File: src/rtl/inst_encoder_loader.sv
// Streaming RV32I instruction encoder and program loader: packs decoded fields
// into 32-bit words, range-checks immediates, and writes them to instruction memory.
module inst_encoder_loader #(
  parameter int unsigned    XLEN     = 32,
  parameter int unsigned    ADDR_W   = 8,
  parameter logic [XLEN-1:0] NOP_WORD = XLEN'(32'h0000_0013)
) (
  input  logic              clk,
  input  logic              reset,
  input  logic              start,
  input  logic              in_valid,
  output logic              in_ready,
  input  logic [1:0]        in_type,
  input  logic [6:0]        in_opcode,
  input  logic [4:0]        in_rd,
  input  logic [4:0]        in_rs1,
  input  logic [4:0]        in_rs2,
  input  logic [2:0]        in_funct3,
  input  logic [6:0]        in_funct7,
  input  logic [XLEN-1:0]   in_imm,
  input  logic              in_last,
  output logic              mem_we,
  output logic [ADDR_W-1:0] mem_addr,
  output logic [XLEN-1:0]   mem_wdata,
  output logic              busy,
  output logic              done,
  output logic              err_range,
  output logic              err_full,
  output logic [ADDR_W-1:0] err_addr,
  output logic [ADDR_W:0]   word_count
);

  localparam int unsigned CNT_W = ADDR_W + 1;

  typedef enum logic [1:0] {
    IDLE  = 2'd0,
    LOAD  = 2'd1,
    DRAIN = 2'd2,
    DONE  = 2'd3
  } state_t;

  state_t              state, state_next;
  logic [ADDR_W-1:0]   next_addr;
  logic [XLEN-1:0]     enc_c;
  logic                imm_ok_c;
  logic                accept_c;
  logic                start_ok_c;
  logic                at_top_c;

  assign accept_c   = in_valid && (state == LOAD);
  assign start_ok_c = start && ((state == IDLE) || (state == DONE));
  assign at_top_c   = (next_addr == {ADDR_W{1'b1}});

  // Field packing and immediate range check per instruction format
  always_comb begin
    enc_c    = '0;
    imm_ok_c = 1'b1;
    unique case (in_type)
      2'b00: begin
        enc_c    = XLEN'({in_imm[11:0], in_rs1, in_funct3, in_rd, in_opcode});
        imm_ok_c = (in_imm[XLEN-1:11] == {(XLEN-11){in_imm[11]}});
      end
      2'b01: begin
        enc_c    = XLEN'({in_imm[11:5], in_rs2, in_rs1, in_funct3, in_imm[4:0], in_opcode});
        imm_ok_c = (in_imm[XLEN-1:11] == {(XLEN-11){in_imm[11]}});
      end
      2'b10: begin
        enc_c    = XLEN'({in_imm[12], in_imm[10:5], in_rs2, in_rs1, in_funct3,
                          in_imm[4:1], in_imm[11], in_opcode});
        imm_ok_c = (in_imm[XLEN-1:12] == {(XLEN-12){in_imm[12]}}) && !in_imm[0];
      end
      2'b11: begin
        enc_c    = XLEN'({in_funct7, in_rs2, in_rs1, in_funct3, in_rd, in_opcode});
        imm_ok_c = 1'b1;
      end
    endcase
  end

  always_ff @(posedge clk) begin
    if (reset) state <= IDLE;
    else       state <= state_next;
  end

  always_comb begin
    state_next = state;
    unique case (state)
      IDLE:  if (start) state_next = LOAD;
      LOAD:  if (accept_c && (in_last || at_top_c)) state_next = DRAIN;
      DRAIN: state_next = DONE;
      DONE:  if (start) state_next = LOAD;
    endcase
  end

  // Status flags track the state the FSM is entering
  always_ff @(posedge clk) begin
    if (reset) begin
      in_ready <= 1'b0;
      busy     <= 1'b0;
      done     <= 1'b0;
    end else begin
      in_ready <= (state_next == LOAD);
      busy     <= (state_next == LOAD) || (state_next == DRAIN);
      done     <= (state_next == DONE);
    end
  end

  // Write port, address/count tracking and sticky error capture
  always_ff @(posedge clk) begin
    if (reset) begin
      mem_we     <= 1'b0;
      mem_addr   <= '0;
      mem_wdata  <= '0;
      next_addr  <= '0;
      word_count <= '0;
      err_range  <= 1'b0;
      err_full   <= 1'b0;
      err_addr   <= '0;
    end else begin
      mem_we <= 1'b0;
      if (start_ok_c) begin
        next_addr  <= '0;
        word_count <= '0;
        err_range  <= 1'b0;
        err_full   <= 1'b0;
        err_addr   <= '0;
      end
      if (accept_c) begin
        mem_we     <= 1'b1;
        mem_addr   <= next_addr;
        mem_wdata  <= imm_ok_c ? enc_c : NOP_WORD;
        next_addr  <= next_addr + ADDR_W'(1);
        word_count <= word_count + CNT_W'(1);
        if (!imm_ok_c) begin
          err_range <= 1'b1;
          if (!err_range) err_addr <= next_addr;
        end
        if (at_top_c && !in_last) err_full <= 1'b1;
      end
    end
  end

endmodule

File: config.mk
export PLATFORM = sky130hd
export DESIGN_NAME = inst_encoder_loader
export DESIGN_NICKNAME = d
export VERILOG_FILES = /design/src/rtl/inst_encoder_loader.sv
export SDC_FILE = /design/constraint.sdc
export NUM_CORES = 1
export LEC_CHECK = 0
export CELL_PAD_IN_SITES_DETAIL_PLACEMENT = 1
export CELL_PAD_IN_SITES_GLOBAL_PLACEMENT = 1
export CORE_MARGIN = 4
export CORE_UTILIZATION = 34
export DETAILED_ROUTE_END_ITERATION = 6
export PLACE_DENSITY = 0.89
export SLEW_MARGIN = 20
export SYNTH_ARGS = -nofsm -noshare
export SYNTH_HDL_FRONTEND = slang
export SYNTH_SLANG_ARGS = --single-unit
File: constraint.sdc
create_clock -name clk -period 3.6 [get_ports clk]
set_input_delay 0.36 -clock clk [delete_from_list [all_inputs] [get_ports clk]]
set_output_delay 0.36 -clock clk [all_outputs]
set_load 0.01 [all_outputs]
==> results of run 1 <==
-- cell type report --
| class | instances | area (um2) | share of cell area [%] |
|---|---|---|---|
| inverter | 6 | 22.5 | 0.440 |
| timing repair buffer | 138 | 1370 | 26.8 |
| tap | 133 | 166 | 3.25 |
| sequential | 73 | 1460 | 28.5 |
| clock buffer | 11 | 141 | 2.76 |
| multi-input combinational | 285 | 1860 | 36.3 |
| clock inverter | 5 | 103 | 2.00 |
-- routing by layer --
metal	up-vias	part of all wire, %	track usage, %
met2	96	52	35.6
met4	0	0.81	4.69
met5	-	0	0
met3	8	5.9	5.39
met1	1650	41	21.8
li1	1637	-	-
-- cell families after synthesis --
| logic type | Yosys count | synth area share (%) |
|---|---|---|
| buf+inv | 32 | 4.03 |
| xor+xnor | 3 | 0.763 |
| simple gates | 172 | 27.0 |
| mux | 32 | 9.52 |
| compound gates | 71 | 13.7 |
| flops | 73 | 42.5 |
| fa+ha+maj | 7 | 2.54 |
-- metrics by stage --
stage	worst slack (ps)	power, mW	instance area [um2]	cells
after floorplan	1740	1.25	3440	390
after global placement	858	1.49	4860	634
after detailed placement	703	1.52	4880	635
after CTS	1000	2.32	5120	651
after global routing	827	2.43	5120	651
final	1050	2.29	5120	651
-- cells in the mapped netlist, types with 2 or more instances --
library cell,n
a211oi_1,2
a21oi_1,17
a221oi_1,2
a22oi_1,3
and2_1,2
and3_1,4
and4_1,2
buf_2,3
buf_6,2
clkbuf_1,21
dfxtp_1,73
ha_1,7
inv_1,6
mux2_2,6
mux2i_1,26
nand2_1,40
nand2b_1,11
nand3_1,10
nand3b_1,41
nand4_1,7
nor2_1,37
nor2b_1,4
nor3_1,6
nor4_1,4
o21ai_0,18
o31a_1,3
o31ai_1,17
xor2_1,2
-- power by group through the flow --
stage | Sequential, mW | Combinational, mW | Clock, mW
floorplan | 0.926 | 0.320 | 0
global placement | 0.908 | 0.583 | 0
detailed placement | 0.911 | 0.613 | 0
CTS | 0.893 | 0.621 | 0.807
global route | 0.900 | 0.677 | 0.853
finish | 0.892 | 0.612 | 0.785
-- how the worst min path moves through the flow --
stage / start / end / slack, ps / depth (start not counted)
2_1_floorplan: next_addr[7]$_SDFFE_PP0P_ / mem_addr[7]$_SDFFE_PP0P_ / 460 / 2
3_3_place_gp: mem_addr[6]$_SDFFE_PP0P_ / mem_addr[6]$_SDFFE_PP0P_ / 450 / 2
3_5_place_dp: mem_addr[0]$_SDFFE_PP0P_ / mem_addr[0]$_SDFFE_PP0P_ / 450 / 2
4_1_cts: mem_addr[0]$_SDFFE_PP0P_ / mem_addr[0]$_SDFFE_PP0P_ / 470 / 2
5_1_grt: mem_addr[0]$_SDFFE_PP0P_ / mem_addr[0]$_SDFFE_PP0P_ / 480 / 2
6_report: err_addr[3]$_SDFF_PP0_ / err_addr[3]$_SDFF_PP0_ / 460 / 2
-- critical path, delay by kind of cell (launching register included) --
family	cells	cell delay (ps)
compound gates	1	440
fa+ha+maj	1	170
buf+inv	1	80
flops	1	340
simple gates	2	1420
-- registers in the layout, summed over array words and instances (netlist names), 2 cells and up --
signal / cells
mem_wdata: 32
word_count: 9
err_addr: 8
mem_addr: 8
next_addr: 8
state: 2
==> flow_summary_export.csv, run 1 <==
group,metric,value,unit
power,p_seq_share,39.0,%
sta,fmax,392,MHz
power,p_sw_share,29.6,%
cells_and_area,fin_nets,591,
setup_path,r2r_start,"state[1]$_SDFF_PP0_",
clock_tree,clockRootBuffer,"clkbuf_8",
yosys,synth_cell_types,42,
detailed_routing,postRouteAntennaNets,0,
floorplan,pin_count,134,
cells_and_area,layout_common_cells,"132 x clkdlybuf4s50_1, 73 x dfxtp_1, 41 x nand3b_1, 39 x nand2_1, 37 x nor2_1",
yosys,syn_nets,468,
yosys,ys_seq_area_share,42.5,%
grt,grt_max_degree,46,
clock_tree,cts_hold_buf,0,
setup_path,reg2reg_to,"mem_wdata[25]$_SDFFE_PP0P_",
power,netSwitchingPower,0.678,mW
yosys,syn_area_per_cell,8.83,um2
yosys,synth-async-reset-ratio,0,%
clock_tree,clock_latency,340,ps
setup_path,cp-end-kind,"register",
placed_design,portBuffers,133,
power,irDropWorstVdd,0.205,mV
floorplan,row_count,36,
setup_path,critPathLaunch,"state[1]$_SDFF_PP0_",
sta,fin_crit,2550,ps
setup_path,required,3830,ps
placed_design,dp_hpwl,8600,um
yosys,ys_seq_elements,73,
setup_path,critPathMaxFanout,24,
clock_tree,post_cts_buffers,0,
clock_tree,h-tree-depth,3,
sta,worst_hold_slack,460,ps
power,p_leak,1.80,nW
setup_path,crit_end,"mem_wdata[25]$_SDFFE_PP0P_",
floorplan,coreArea,0.00982,mm2
cells_and_area,drive_gt1_share,6.37,%
placed_design,gp_congestion,0.796,
detailed_routing,drc,0,
yosys,synthFlopType,"dfxtp_1",
grt,grt-ovfl-total,0,
sta,tns,0,ps
yosys,synth_largest_area_cell,"dfxtp_1",
sta,hold_viol,0,
setup_path,arrival,2790,ps
clock_tree,cts_buffers,9,
clock_tree,tritoncts,"built",
status,status,"completed",
clock_tree,cts_sinks,73,
floorplan,die_h,109,um
clock_tree,cts_buffer_depth,2,
cells_and_area,final_common_cell,"clkdlybuf4s50_1",
yosys,synth_edf_count,0,
grt,grt_antenna_before_repair,0,
floorplan,die_area,0.0118,mm2
detailed_routing,drt_iter0_markers,107,
grt,grt_pass1_vias,3606,
yosys,synth_cells,390,
run,drv_cap,0,
clock_tree,cts-resized-gates,0,
cells_and_area,antennaDiodeCount,0,
cells_and_area,area_delta_synth_final,48.9,%
sta,drv_slew,0,
setup_path,critPathKind,"register to register",
cells_and_area,fillerInstances,1153,
power,combPwrFrac,26.7,%
yosys,syn-cell-area,0.00344,mm2
detailed_routing,drt-pass1-iter-count,4,
yosys,synthTopCellsByArea,"dfxtp_1 42%, nand3b_1 8.9%, mux2i_1 7.6%",
floorplan,initial_core_util,35.1,%
detailed_routing,vias_per_cell,5.21,
grt,grt_pass1_wl,18100,um
setup_path,path_cells,"inv_1 > ha_1 > and2_1 > nand2b_1 > o31ai_1",
cells_and_area,post-route-util,52.2,%
setup_path,start_kind,"register",
clock_tree,clk_pin_slew,80,ps
yosys,netlist.area_leader.share,42.5,%
power,p_int,1.61,mW
sta,post-route-period-util,70.9,%
min_path,hold_class,"register to register",
detailed_routing,wl,11400,um
grt,grtUsageTotal,19.3,%
power,power.clock.fraction,34.3,%
setup_path,slowest_delay,770,ps
sta,skew,9.74,ps
sta,rsz0062_at_grt,"no",
detailed_routing,routedWlPerCell,17.5,um
sta,setup_viol,0,
sta,tightest_slew,952,ps
power,cellPowerDensity,447,mW/mm2
setup_path,reg2reg_depth,5,
yosys,ys.warnings.count,0,
sta,slew_headroom,36.5,%
setup_path,ff2ff_setup_slack,1050,ps
floorplan,die_w,109,um
detailed_routing,via_count,3391,
setup_path,slowest_stage,"and2_1",
(Power assumes the default switching activity.)
==> run 2: changes to the inputs <==
--- a/config.mk
+++ b/config.mk
@@ -8,9 +8,9 @@
 export CELL_PAD_IN_SITES_DETAIL_PLACEMENT = 1
 export CELL_PAD_IN_SITES_GLOBAL_PLACEMENT = 1
 export CORE_MARGIN = 4
-export CORE_UTILIZATION = 34
+export CORE_UTILIZATION = 32
 export DETAILED_ROUTE_END_ITERATION = 6
-export PLACE_DENSITY = 0.89
+export PLACE_DENSITY = 0.85
 export SLEW_MARGIN = 20
 export SYNTH_ARGS = -nofsm -noshare
 export SYNTH_HDL_FRONTEND = slang
==> constraint.sdc (replaced) <==
create_clock -name clk -period 2.55 [get_ports clk]
set_input_delay 0.255 -clock clk [delete_from_list [all_inputs] [get_ports clk]]
set_output_delay 0.255 -clock clk [all_outputs]
set_load 0.01 [all_outputs]
==> flow_summary_export.csv, run 2 (synthesis gave the netlist of run 1 again) <==
group,metric,value,unit
sta,worst_slack,153,ps
setup_path,slowest_stage,"clkdlybuf4s50_1",
power,p_int,1.96,mW
power,power.clock.fraction,27.6,%
floorplan,die_w,112,um
detailed_routing,drc,0,
cells_and_area,top_register,"mem_wdata",
setup_path,required,2800,ps
run,drv_cap,0,
setup_path,slowest_delay,610,ps
clock_tree,clk_pin_slew,80,ps
clock_tree,cts_sinks,73,
power,finalPower,2.93,mW
power,p_seq_share,43.0,%
sta,fin_crit,2400,ps
detailed_routing,postRouteAntennaNets,0,
detailed_routing,via_count,3395,
clock_tree,clockRootBuffer,"clkbuf_8",
detailed_routing,drt_iter0_markers,112,
grt,grtUsageMet3,3.75,%
clock_tree,h-tree-depth,3,
min_path,hold_class,"register to register",
detailed_routing,routedWlPerCell,16.8,um
setup_path,cp-end-kind,"register",
sta,setup_viol,0,
sta,skew,7.66,ps
sta,drv_slew,0,
cells_and_area,layout_common_cells,"132 x clkdlybuf4s50_1, 73 x dfxtp_1, 41 x nand3b_1, 39 x nand2_1, 37 x nor2_1",
cells_and_area,fin_nets,596,
detailed_routing,wl,11100,um
setup_path,path_buf_inv,2,
cells_and_area,biggestRegsByFlops,"mem_wdata (32), word_count (9)",
power,irDropWorstVdd,0.226,mV
grt,grt_pass1_wl,17700,um
setup_path,reg2reg_depth,7,
setup_path,critPathLaunch,"in_imm[12]",
cells_and_area,area_delta_synth_final,48.6,%
floorplan,pin_count,134,
setup_path,start_kind,"primary input",
floorplan,die_h,112,um
grt,grt_max_degree,56,
setup_path,path_cells,"clkdlybuf4s50_1 > nand4_1 > or4_1 > a221oi_4 > a211oi_4 > buf_6 > o31ai_1",
power,p_sw_share,33.2,%
power,p_leak,1.82,nW
clock_tree,cts_hold_buf,0,
power,netSwitchingPower,0.974,mW
setup_path,arrival,2650,ps
grt,use_met1,20.3,%
grt,grt_antenna_before_repair,0,
clock_tree,clock_latency,350,ps
grt,grtUsageTotal,17.2,%
sta,fmax,417,MHz
sta,tns,0,ps
sta,slew_headroom,49.1,%
sta,post-route-period-util,94.0,%
setup_path,crit_family,"compound AO/OA/AOI/OAI gates",
cells_and_area,final_common_cell,"clkdlybuf4s50_1",
power,combPwrFrac,29.4,%
clock_tree,cts_buffer_depth,2,
setup_path,reg2reg_to,"err_range$_SDFF_PP0_",
cells_and_area,drive_gt1_share,7.65,%
sta,hold_viol,0,
floorplan,die_area,0.0125,mm2
cells_and_area,largest_reg_flops,32,
clock_tree,tritoncts,"built",
setup_path,ff2ff_setup_slack,370,ps
power,cellPowerDensity,573,mW/mm2
status,status,"completed",
grt,global_route.usage.met2,30.8,%
clock_tree,cts_buffers,9,
setup_path,r2r_start,"state[1]$_SDFF_PP0_",
cells_and_area,antennaDiodeCount,0,
setup_path,critPathMaxFanout,20,
detailed_routing,vias_per_cell,5.15,
floorplan,coreArea,0.0104,mm2
placed_design,dp_hpwl,8200,um
grt,grt-busiest-layer,"met2",
detailed_routing,drt-pass1-iter-count,4,
placed_design,gp_congestion,0.868,
sta,tightest_slew,763,ps
setup_path,critPathKind,"primary input to register",
grt,grt-ovfl-total,0,
placed_design,place_ws,-258,ps
setup_path,path_depth,7,
grt,grt_pass1_vias,3631,
floorplan,row_count,37,
placed_design,portBuffers,133,
floorplan,initial_core_util,33.0,%
setup_path,crit_end,"mem_wdata[28]$_SDFFE_PP0P_",
==> run 2: changes by cell type in the layout (fill, tap and decap cells not counted), sizes merged <==
cell / previous run / this run
clkinv: 1 / 3
buf: 6 / 11
clkbuf: 11 / 9
clkinvlp: 1 / 3
bufinv: 3 / 0
inv: 6 / 7
==> run 2: area by class of cell <==
class,instances,area (um2)
Tap cell,136,170
Multi-Input combinational cell,285,1880
Fill cell,1228,5300
Sequential cell,73,1460
Clock inverter,7,46.3
Timing Repair Buffer,143,1410
Inverter,6,22.5
Clock buffer,9,124
==> run 2: power by group through the flow <==
stage	sequential [mW]	combinational [mW]	clock (mW)
2_1_floorplan	1.31	0.452	0
3_3_place_gp	1.28	0.829	0
3_5_place_dp	1.29	0.867	0
4_1_cts	1.26	0.873	0.846
5_1_grt	1.27	0.960	0.900
6_report	1.26	0.863	0.809
==> run 2: tightest hold or removal path: stages, from the launching register on <==
cell     delay (ps)
dfxtp_1         320
nand2_1          50
a21oi_1          50
==> run 2: how the worst min path moves through the flow <==
stage	startpoint	cells past startpoint	slack, ps	end
after floorplan	in_opcode[0]	1	390	mem_wdata[0]$_SDFFE_PP0P_
after global placement	mem_addr[1]$_SDFFE_PP0P_	2	440	mem_addr[1]$_SDFFE_PP0P_
after detailed placement	err_addr[3]$_SDFF_PP0_	2	450	err_addr[3]$_SDFF_PP0_
after CTS	reset	3	460	word_count[6]$_SDFFE_PP0P_
after global routing	mem_addr[5]$_SDFFE_PP0P_	2	480	mem_addr[5]$_SDFFE_PP0P_
final	mem_addr[7]$_SDFFE_PP0P_	2	460	mem_addr[7]$_SDFFE_PP0P_
==> run 2: metrics by stage <==
step           cells  hold WS, ps  utilization (%)  area [um2]
2_1_floorplan    390          392                -        3440
3_3_place_gp     642          445             47.1        4910
3_5_place_dp     643          449             47.2        4920
4_1_cts          659          457             48.8        5090
5_1_grt          659          484             49.1        5110
6_report         659          464             49.1        5110
==> run 2: routing by layer <==
layer / vias to the layer above / part of all wire [%]
met5: - / 0
met4: 0 / 2.1
met3: 18 / 4.2
met2: 95 / 51
met1: 1631 / 43
li1: 1651 / -
==> run 2: what timing repair did <==
item,4_1_cts,5_1_grt
setup buffers,0,0
endpoints found under the setup margin,0,15
gates resized for setup,0,2
==> run 3: changes to the inputs <==
--- a/config.mk
+++ b/config.mk
@@ -8,9 +8,10 @@
 export CELL_PAD_IN_SITES_DETAIL_PLACEMENT = 1
 export CELL_PAD_IN_SITES_GLOBAL_PLACEMENT = 1
 export CORE_MARGIN = 4
-export CORE_UTILIZATION = 32
+export CORE_UTILIZATION = 33
+export CTS_BUF_LIST = sky130_fd_sc_hd__clkbuf_2 sky130_fd_sc_hd__clkbuf_4 sky130_fd_sc_hd__clkbuf_8
 export DETAILED_ROUTE_END_ITERATION = 6
-export PLACE_DENSITY = 0.85
+export PLACE_DENSITY = 0.87
 export SLEW_MARGIN = 20
 export SYNTH_ARGS = -nofsm -noshare
 export SYNTH_HDL_FRONTEND = slang
==> flow_summary_export.csv, run 3 (synthesis gave the netlist of run 1 again) <==
group,metric,value,unit
status,status,"completed",
setup_path,required,2780,ps
sta,slew_headroom,50.3,%
cells_and_area,biggestRegsByFlops,"mem_wdata (32), word_count (9)",
cells_and_area,final_common_cell,"clkdlybuf4s50_1",
grt,grt_pass1_wl,17700,um
clock_tree,cts_buffer_depth,2,
cells_and_area,antennaDiodeCount,0,
sta,drv_slew,0,
floorplan,die_w,110,um
placed_design,dp_hpwl,8520,um
sta,rsz0062_at_grt,"no",
detailed_routing,drt-pass1-iter-count,4,
power,p_leak,1.82,nW
detailed_routing,wl,11300,um
detailed_routing,routedWlPerCell,17.3,um
clock_tree,cts_sinks,73,
power,cellPowerDensity,625,mW/mm2
run,drv_cap,0,
setup_path,critPathKind,"primary input to register",
setup_path,critPathMaxFanout,22,
clock_tree,post_cts_buffers,0,
grt,grtUsageTotal,18.5,%
placed_design,gp_congestion,0.841,
clock_tree,tritoncts,"built",
floorplan,die_area,0.0121,mm2
sta,post-route-period-util,92.8,%
grt,grt_antenna_before_repair,0,
clock_tree,h-tree-depth,3,
setup_path,arrival,2600,ps
power,finalPower,3.22,mW
cells_and_area,fin_nets,594,
sta,fin_crit,2370,ps
cells_and_area,layout_common_cells,"132 x clkdlybuf4s50_1, 73 x dfxtp_1, 41 x nand3b_1, 39 x nand2_1, 37 x nor2_1",
cells_and_area,drive_gt1_share,7.12,%
detailed_routing,vias_per_cell,5.17,
cells_and_area,area_delta_synth_final,49.8,%
cells_and_area,top_register,"mem_wdata",
grt,grt_pass1_vias,3630,
placed_design,portBuffers,133,
sta,tightest_slew,745,ps
floorplan,coreArea,0.0102,mm2
clock_tree,cts_hold_buf,0,
clock_tree,cts-resized-gates,0,
floorplan,row_count,37,
grt,grt_max_degree,46,
floorplan,die_h,110,um
detailed_routing,via_count,3392,
floorplan,initial_core_util,33.6,%
floorplan,pin_count,134,
min_path,hold_class,"register to register",
setup_path,ff2ff_setup_slack,420,ps
placed_design,place_ws,-149,ps
sta,hold_viol,0,
grt,grt-ovfl-total,0,
sta,worst_slack,183,ps
clock_tree,clockRootBuffer,"clkbuf_8",
clock_tree,clock_latency,340,ps
setup_path,cp-end-kind,"register",
clock_tree,clk_pin_slew,80,ps
detailed_routing,drc,0,
sta,fmax,423,MHz
sta,skew,10.6,ps
detailed_routing,postRouteAntennaNets,0,
cells_and_area,largest_reg_flops,32,
power,irDropWorstVdd,0.369,mV
setup_path,start_kind,"primary input",
sta,setup_viol,0,
clock_tree,cts_buffers,9,
detailed_routing,drt_iter0_markers,119,
[run 3: cell type report]
cell class,instances,area [um2]
timing repair buffer,141,1390
inverter,6,22.5
clock buffer,9,124
tap,136,170
clock inverter,6,116
sequential,73,1460
multi-input combinational,285,1870
fill,1171,5070
[run 3: worst paths after layout]
| check | from | endpoint | depth (start not counted) |
|---|---|---|---|
| setup / recovery | in_imm[11] | mem_wdata[1]$_SDFFE_PP0P_ | 7 |
| setup reg to reg | next_addr[0]$_SDFFE_PP0P_ | busy$_SDFF_PP0_ | 7 |
| hold / removal | mem_addr[6]$_SDFFE_PP0P_ | mem_addr[6]$_SDFFE_PP0P_ | 2 |
| hold reg to reg | mem_addr[6]$_SDFFE_PP0P_ | mem_addr[6]$_SDFFE_PP0P_ | 2 |
[run 3: through the flow]
| step | hold slack, ps | util [%] | cell area, um2 | cells | TNS [ps] |
|---|---|---|---|---|---|
| floorplan | 392 | - | 3440 | 390 | 0 |
| global placement | 447 | 47.8 | 4890 | 640 | -1770 |
| detailed placement | 449 | 47.9 | 4900 | 641 | -2100 |
| CTS | 461 | 50.3 | 5140 | 656 | 0 |
| global route | 488 | 50.4 | 5160 | 656 | 0 |
| finish | 456 | 50.4 | 5160 | 656 | 0 |
[run 3: power breakdown]
part,total (mW),switching [mW],leakage [nW],internal [mW]
sequential,1.26,0.0459,0.590,1.21
combinational,0.861,0.472,1.11,0.389
clock,1.10,0.452,0.120,0.652
[run 3: per-layer routing]
layer  track usage [%]  part of all wire [%]  up-vias  routed length [um]
li1                  -                     -     1649                   -
met1              21.5                    43     1623                4850
met2              32.7                    49      103                5500
met3              4.14                   6.6       17                 752
met4              7.48                   2.0        0                 224
met5                 0                     0        -                   0
[run 3: critical path, stage by stage]
cell	delay, ps
clkdlybuf4s50_1	580
nand2_1	100
or4_1	550
a221oi_2	490
a211oi_4	160
buf_6	210
o31a_1	240
